## config.mk

```make
export PLATFORM = sky130hd
export DESIGN_NAME = cm_responder_flat
export DESIGN_NICKNAME = d
export VERILOG_FILES = /design/src/rtl/cm_responder_if.sv /design/src/rtl/cm_responder.sv /design/src/flat_wrapper.sv
export SDC_FILE = /design/constraint.sdc
export NUM_CORES = 1
export LEC_CHECK = 0
export CORE_ASPECT_RATIO = 1.2
export CORE_UTILIZATION = 35
export DETAILED_ROUTE_END_ITERATION = 8
export MAX_ROUTING_LAYER = met4
export SETUP_SLACK_MARGIN = 0.02
export SYNTH_ARGS = -nofsm -noshare
export SYNTH_HDL_FRONTEND = slang
export SYNTH_SLANG_ARGS = --single-unit
```

## constraint.sdc

```tcl
create_clock -name CLK_50 -period 6.7 [get_ports CLK_50]
set_clock_uncertainty 0.2 [all_clocks]
set_input_delay 1.34 -clock CLK_50 [delete_from_list [all_inputs] [get_ports CLK_50]]
set_output_delay 1.34 -clock CLK_50 [all_outputs]
set_load 0.02 [all_outputs]
```

## src/rtl/cm_responder_if.sv

```systemverilog
// CM bus between the MCU-side responder (master: paces cm_clk) and the guesser (slave).
// cm_in carries the resolved bus value seen by the responder.
interface cm_responder_if;
  logic [7:0] cm_in;
  logic [7:0] cm_out;
  logic       cm_oe;
  logic       cm_clk;

  modport master (
    input  cm_in,
    output cm_out,
    output cm_oe,
    output cm_clk
  );

  modport slave (
    output cm_in,
    input  cm_out,
    input  cm_oe,
    input  cm_clk
  );
endinterface

```

## src/rtl/cm_responder.sv

```systemverilog
// CM bus responder: paces the link with cm_clk, receives START/guess/END frames and answers
// YES/NO after a delay that grows with the matching MSB-prefix length of the guess.
module cm_responder #(
  parameter int unsigned HALF_PER   = 8,
  parameter int unsigned BASE_DLY   = 4,
  parameter int unsigned LEAK_DLY   = 2,
  parameter int unsigned REPLY_HOLD = 4,
  parameter int unsigned CNT_W      = 16
) (
  input  logic             CLK_50,
  input  logic             rst_n,
  input  logic             enable,
  input  logic [7:0]       secret,
  cm_responder_if.master   bus,
  output logic             busy,
  output logic             found,
  output logic [7:0]       guess_q,
  output logic [CNT_W-1:0] attempt_count,
  output logic [7:0]       err_count,
  output logic             frame_err
);

  localparam logic [7:0]  CmStart   = 8'h01;
  localparam logic [7:0]  CmBegin   = 8'h02;
  localparam logic [7:0]  CmYes     = 8'h03;
  localparam logic [7:0]  CmNo      = 8'h04;
  localparam logic [7:0]  CmEnd     = 8'h05;
  localparam logic [15:0] HighLast  = 16'(HALF_PER - 1);
  localparam logic [15:0] PulseLast = 16'(2 * HALF_PER - 1);
  localparam logic [15:0] HoldLast  = 16'(REPLY_HOLD - 1);
  localparam logic [15:0] HalfPer   = 16'(HALF_PER);
  localparam logic [CNT_W-1:0] AttOne = {{(CNT_W-1){1'b0}}, 1'b1};

  typedef enum logic [3:0] {
    StIdle, StBegin, StRel, StPace, StRxStart, StRxData, StRxEnd, StDelay, StReply
  } state_e;

  state_e      state_q;
  logic [15:0] cnt_q;
  logic [7:0]  secret_q;
  logic        ferr_q;
  logic        yes_q;
  logic [7:0]  cm_out_q;
  logic        cm_oe_q;
  logic        cm_clk_q;

  logic [3:0]  lead;
  logic        lead_stop;
  logic [15:0] dly;
  logic        yes;
  logic        pulse_state;
  logic        pulse_done;
  logic        sample_now;
  logic [15:0] cnt_inc;

  assign bus.cm_out = cm_out_q;
  assign bus.cm_oe  = cm_oe_q;
  assign bus.cm_clk = cm_clk_q;

  // Leading matching bits, MSB first; the delay grows linearly with it.
  always_comb begin
    lead      = 4'd0;
    lead_stop = 1'b0;
    for (int i = 7; i >= 0; i--) begin
      if (lead_stop || (guess_q[i] != secret_q[i])) lead_stop = 1'b1;
      else                                          lead      = lead + 4'd1;
    end
    dly = 16'(BASE_DLY) + 16'(LEAK_DLY) * {12'd0, lead};
    yes = (lead == 4'd8) && !ferr_q;
  end

  always_comb begin
    pulse_state = (state_q == StPace) || (state_q == StRxStart) ||
                  (state_q == StRxData) || (state_q == StRxEnd);
    cnt_inc     = cnt_q + 16'd1;
    pulse_done  = (cnt_q == PulseLast);
    sample_now  = (cnt_q == HighLast);
  end

  always_ff @(posedge CLK_50) begin
    if (!rst_n) begin
      state_q       <= StIdle;
      cnt_q         <= '0;
      secret_q      <= '0;
      ferr_q        <= 1'b0;
      yes_q         <= 1'b0;
      cm_out_q      <= '0;
      cm_oe_q       <= 1'b0;
      cm_clk_q      <= 1'b0;
      busy          <= 1'b0;
      found         <= 1'b0;
      guess_q       <= '0;
      attempt_count <= '0;
      err_count     <= '0;
      frame_err     <= 1'b0;
    end else begin
      frame_err <= 1'b0;
      // Shared pulse sequencing; consecutive pulses chain except after the END slot.
      if (pulse_state) begin
        cnt_q    <= pulse_done ? 16'd0 : cnt_inc;
        cm_clk_q <= pulse_done ? (state_q != StRxEnd) : (cnt_inc < HalfPer);
      end
      unique case (state_q)
        StIdle: begin
          if (enable) begin
            secret_q      <= secret;
            found         <= 1'b0;
            attempt_count <= '0;
            err_count     <= '0;
            busy          <= 1'b1;
            cm_oe_q       <= 1'b1;
            cm_out_q      <= CmBegin;
            cnt_q         <= '0;
            state_q       <= StBegin;
          end
        end
        StBegin: begin
          if (cnt_q == HoldLast) begin
            cm_oe_q  <= 1'b0;
            cm_out_q <= '0;
            state_q  <= StRel;
          end else begin
            cnt_q <= cnt_inc;
          end
        end
        StRel: begin
          cnt_q    <= '0;
          cm_clk_q <= 1'b1;
          state_q  <= StPace;
        end
        StPace: begin
          if (pulse_done) state_q <= StRxStart;
        end
        StRxStart: begin
          if (sample_now && (bus.cm_in != CmStart)) ferr_q <= 1'b1;
          if (pulse_done) state_q <= StRxData;
        end
        StRxData: begin
          if (sample_now) guess_q <= bus.cm_in;
          if (pulse_done) state_q <= StRxEnd;
        end
        StRxEnd: begin
          if (sample_now && (bus.cm_in != CmEnd)) ferr_q <= 1'b1;
          if (pulse_done) state_q <= StDelay;
        end
        StDelay: begin
          if (cnt_inc >= dly) begin
            cnt_q    <= '0;
            cm_oe_q  <= 1'b1;
            cm_out_q <= yes ? CmYes : CmNo;
            yes_q    <= yes;
            if (attempt_count != {CNT_W{1'b1}}) attempt_count <= attempt_count + AttOne;
            if (ferr_q) begin
              frame_err <= 1'b1;
              ferr_q    <= 1'b0;
              if (err_count != 8'hFF) err_count <= err_count + 8'd1;
            end
            state_q <= StReply;
          end else begin
            cnt_q <= cnt_inc;
          end
        end
        StReply: begin
          if (cnt_q == HoldLast) begin
            cnt_q    <= '0;
            cm_oe_q  <= 1'b0;
            cm_out_q <= '0;
            if (yes_q) begin
              found   <= 1'b1;
              busy    <= 1'b0;
              state_q <= StIdle;
            end else begin
              state_q <= StRel;
            end
          end else begin
            cnt_q <= cnt_inc;
          end
        end
        default: state_q <= StIdle;
      endcase
    end
  end

endmodule

```

## src/flat_wrapper.sv

```systemverilog
// flat-port wrapper written by rule: the top's interface ports become plain ports
module cm_responder_flat 
#(
  parameter int unsigned HALF_PER   = 8,
  parameter int unsigned BASE_DLY   = 4,
  parameter int unsigned LEAK_DLY   = 2,
  parameter int unsigned REPLY_HOLD = 4,
  parameter int unsigned CNT_W      = 16
)
  (CLK_50, rst_n, enable, secret, busy, found, guess_q, attempt_count, err_count, frame_err, bus_cm_in, bus_cm_out, bus_cm_oe, bus_cm_clk);
  cm_responder_if bus_i ();
  input  logic CLK_50;
  input  logic rst_n;
  input  logic enable;
  input  logic [7:0] secret;
  output logic busy;
  output logic found;
  output logic [7:0] guess_q;
  output logic [CNT_W-1:0] attempt_count;
  output logic [7:0] err_count;
  output logic frame_err;
  input wire logic [$bits(bus_i.cm_in)-1:0] bus_cm_in;
  output wire logic [$bits(bus_i.cm_out)-1:0] bus_cm_out;
  output wire logic [$bits(bus_i.cm_oe)-1:0] bus_cm_oe;
  output wire logic [$bits(bus_i.cm_clk)-1:0] bus_cm_clk;
  assign bus_i.cm_in = bus_cm_in;
  assign bus_cm_out = bus_i.cm_out;
  assign bus_cm_oe = bus_i.cm_oe;
  assign bus_cm_clk = bus_i.cm_clk;
  cm_responder #(.HALF_PER(HALF_PER), .BASE_DLY(BASE_DLY), .LEAK_DLY(LEAK_DLY), .REPLY_HOLD(REPLY_HOLD), .CNT_W(CNT_W)) u_core (.CLK_50(CLK_50), .rst_n(rst_n), .enable(enable), .secret(secret), .bus(bus_i), .busy(busy), .found(found), .guess_q(guess_q), .attempt_count(attempt_count), .err_count(err_count), .frame_err(frame_err));
endmodule
```

==> impl_metrics.toml <==
[run_status]
run_status = "complete, no violations"

[timing]
worst-slew-pin-transition_ns = 1.040
hold_viol = 0
fmax_mhz = 161.1
relSlewSlack_pct = 30.22
drv_slew = 0
rsz0062_at_grt = "false"
fin_ws_ns = 0.4931
post-route-min-period_ns = 6.207
period_share_pct = 92.64
setup_viol = 0
setup_tns_ns = 0

[final_layout]
drive_above_1_share_pct = 6.026
antenna_cells = 0
n_fill_cell = 1229
final_common_cell = "dfxtp_1"
final_cell_mix = "dfxtp_1, nor2_1, nand2_1"
area.growth.synth_to_final_pct = 20.97
layout.nets = 643

[clocking]
clockRootBuffer = "clkbuf_16"
cts_max_path_buffers = 2
h-tree-depth = 3
post_cts_buffers = 0
cts_tree = "built"
clk_latency_ns = 0.34
clkSlewWorstSetupHoldPaths_ns = 0.06
cts_sinks = 70
cts_hold_buf = 0
cts_resized = 0
cts_buffers = 9

[worst_setup_path]
crit_path_start_kind = "flip-flop"
r2r-start = "u_core.guess_q[6]"
crit_top_cell = "ha_1"
worstSetupStartpoint = "u_core.guess_q[6]"
required_ns = 6.75
cp.arrival_ns = 6.26
cpPeakStageDelay_ns = 0.49
cp-end-kind = "flip-flop"
crit_cells = 25
crit_fanout = 14
cp-endpoint = "u_core.attempt_count[13]"
cp_num_buf_inv = 1
reg2regPathDepth = 25
regToRegSetupSlack_ns = 0.49
crit_family = "compound AO/OA/AOI/OAI gates"
critPathKind = "reg2reg"
cp_slowest_cell = "a221o_2"
r2r_end = "u_core.attempt_count[13]"

[pwr]
power.leakage_nw = 1.911
power.density_nw_per_um2 = 355.3
ir_drop_mv = 0.1365

[die]
fp.dieW_um = 105.0
die-area_um2 = 13180
start_util_pct = 36.43
rows = 44
die_y_um = 125.5
ios = 64
coreArea_um2 = 12220

[logic_synthesis]
syn-instance-count = 574
syn-cell-area_um2 = 4452
synthFlopType = "dfxtp_1"
ys_warn_count = 0
syn_area_per_cell_um2 = 7.756
synth-edff-count = 0
ys_seq_area_share_pct = 31.48
synthArstFlopShare_pct = 0
yosysUniqueCellTypes = 67
synth_seq_cells = 70

[grt]
gr-total-overflow = 0
grt_max_degree = 31
grt_pass1_vias = 3981
antenna_found_initial = 0
track_usage_pct = 19.00
grt_pass1_wl_um = 19670

[routing]
drt_wl_total_um = 11780
drtAntennaViolNets = 0
drtIter0Drc = 226
routed-via-count = 4271
drc = 0
routed_via_density = 5.511
wire_per_inst_um = 15.20
first_pass_iters = 5

[placement]
dp_hpwl_um = 8586
io_buffers = 58
pre_cts_slack_ns = 0.4493
gp_congestion = 0.8574

[hold_path]
hp-class = "reg2reg"

[flow_run]
cap_violations = 0
-- metrics by stage --
step                      instance area [um2]  cells  utilization, %  hold WS (ns)  total power [mW]
after detailed placement                 5062    760           41.42        0.2593             1.391
final                                    5385    775           44.06        0.2678             1.913
after global routing                     5385    775           44.06        0.2901             2.053
after floorplan                          4467    578               -        0.2478             1.190
after CTS                                5384    775           44.05        0.2746             1.922
after global placement                   5062    760           41.42        0.2577             1.360
-- report_power, final --
group	total [mW]	leakage, nW	switching (mW)	internal, mW
Combinational	0.888	1.19	0.534	0.354
Sequential	0.502	0.566	0.0568	0.446
Clock	0.523	0.159	0.188	0.335
Total	1.91	1.91	0.778	1.14
-- cells in the mapped netlist, drive strengths merged (9+ instances only) --
cell	n	area share, %
dfxtp	70	31
buf	17	2.5
a311oi	9	1.9
nand2	67	5.8
xor2	10	2.0
nand4	9	1.4
nor4	18	2.7
clkbuf	21	1.8
nand3	37	4.6
o21ai	21	2.4
xnor2	31	6.1
mux2i	14	3.4
inv	14	1.2
nor2	69	5.8
a21oi	36	4.0
and3	9	1.3
nor3	24	2.9
ha	14	3.9
-- worst reg2reg max path: stages, from the launching register on --
cell     delay [ns]
dfxtp_1        0.32
xnor2_1        0.23
nor2b_1        0.34
ha_1           0.33
o21a_1         0.20
ha_1           0.26
mux2i_1        0.11
mux2_2         0.30
o21a_1         0.19
mux2_2         0.27
ha_1           0.27
nand2_1        0.06
a31o_2         0.15
mux2i_1        0.07
o21a_1         0.24
ha_1           0.30
inv_1          0.04
ha_1           0.27
nand2_1        0.05
o21ai_0        0.16
o21ai_0        0.20
and3_1         0.28
a221o_2        0.49
or2_1          0.29
or3_1          0.35
a21oi_1        0.15
-- kinds of logic (layout without fill, tap and decap cells) --
group                    Yosys count  after routing  synth area share (%)
XOR/XNOR                          42             42                 8.572
flip-flops                        70             70                 31.48
other                              1              5               0.08424
adder cells (fa/ha/maj)           14             14                 3.935
buffers and inverters             52             88                 5.537
AND/OR/NAND/NOR                  265            265                 29.26
AO/OA/AOI/OAI                    114            114                 17.20
multiplexers                      16             16                 3.935
-- layer usage --
metal  track usage (%)  routed length, um  up-vias
met2             30.50               5656      108
met1             24.01               5473     2032
li1                  -                  -     2116
met3             3.233                477       15
met5                 -                  0        -
met4             6.711                172        0
-- how the worst min path moves through the flow --
stage | startpoint | to | slack [ns] | cells past startpoint
finish | u_core.secret_q[6] | u_core.secret_q[6] | 0.27 | 2
global route | u_core.found | u_core.found | 0.29 | 2
CTS | u_core.secret_q[1] | u_core.secret_q[1] | 0.27 | 2
detailed placement | u_core.found | u_core.found | 0.26 | 2
global placement | u_core.secret_q[1] | u_core.secret_q[1] | 0.26 | 2
floorplan | u_core.secret_q[7] | u_core.secret_q[7] | 0.25 | 2
-- registers in the layout, summed over array words and instances, names as in the netlist --
name                  flops
u_core.attempt_count     16
u_core.bus.cm_clk         1
u_core.bus.cm_oe          1
u_core.bus.cm_out         3
u_core.busy               1
u_core.cnt_q             16
u_core.err_count          8
u_core.ferr_q             1
u_core.found              1
u_core.frame_err          1
u_core.guess_q            8
u_core.secret_q           8
u_core.state_q            4
u_core.yes_q              1
-- cell type report --
class | instances | area, um2 | share of cell area (%)
multi-input cells | 456 | 2820 | 52.37
repair buffers | 59 | 588.1 | 10.92
clock inverters | 5 | 82.58 | 1.533
well taps | 161 | 201.4 | 3.741
clock buffers | 10 | 239.0 | 4.438
inverters | 14 | 52.55 | 0.9758
flip-flops and latches | 70 | 1401 | 26.02
Power figures use the tool's default switching activity.
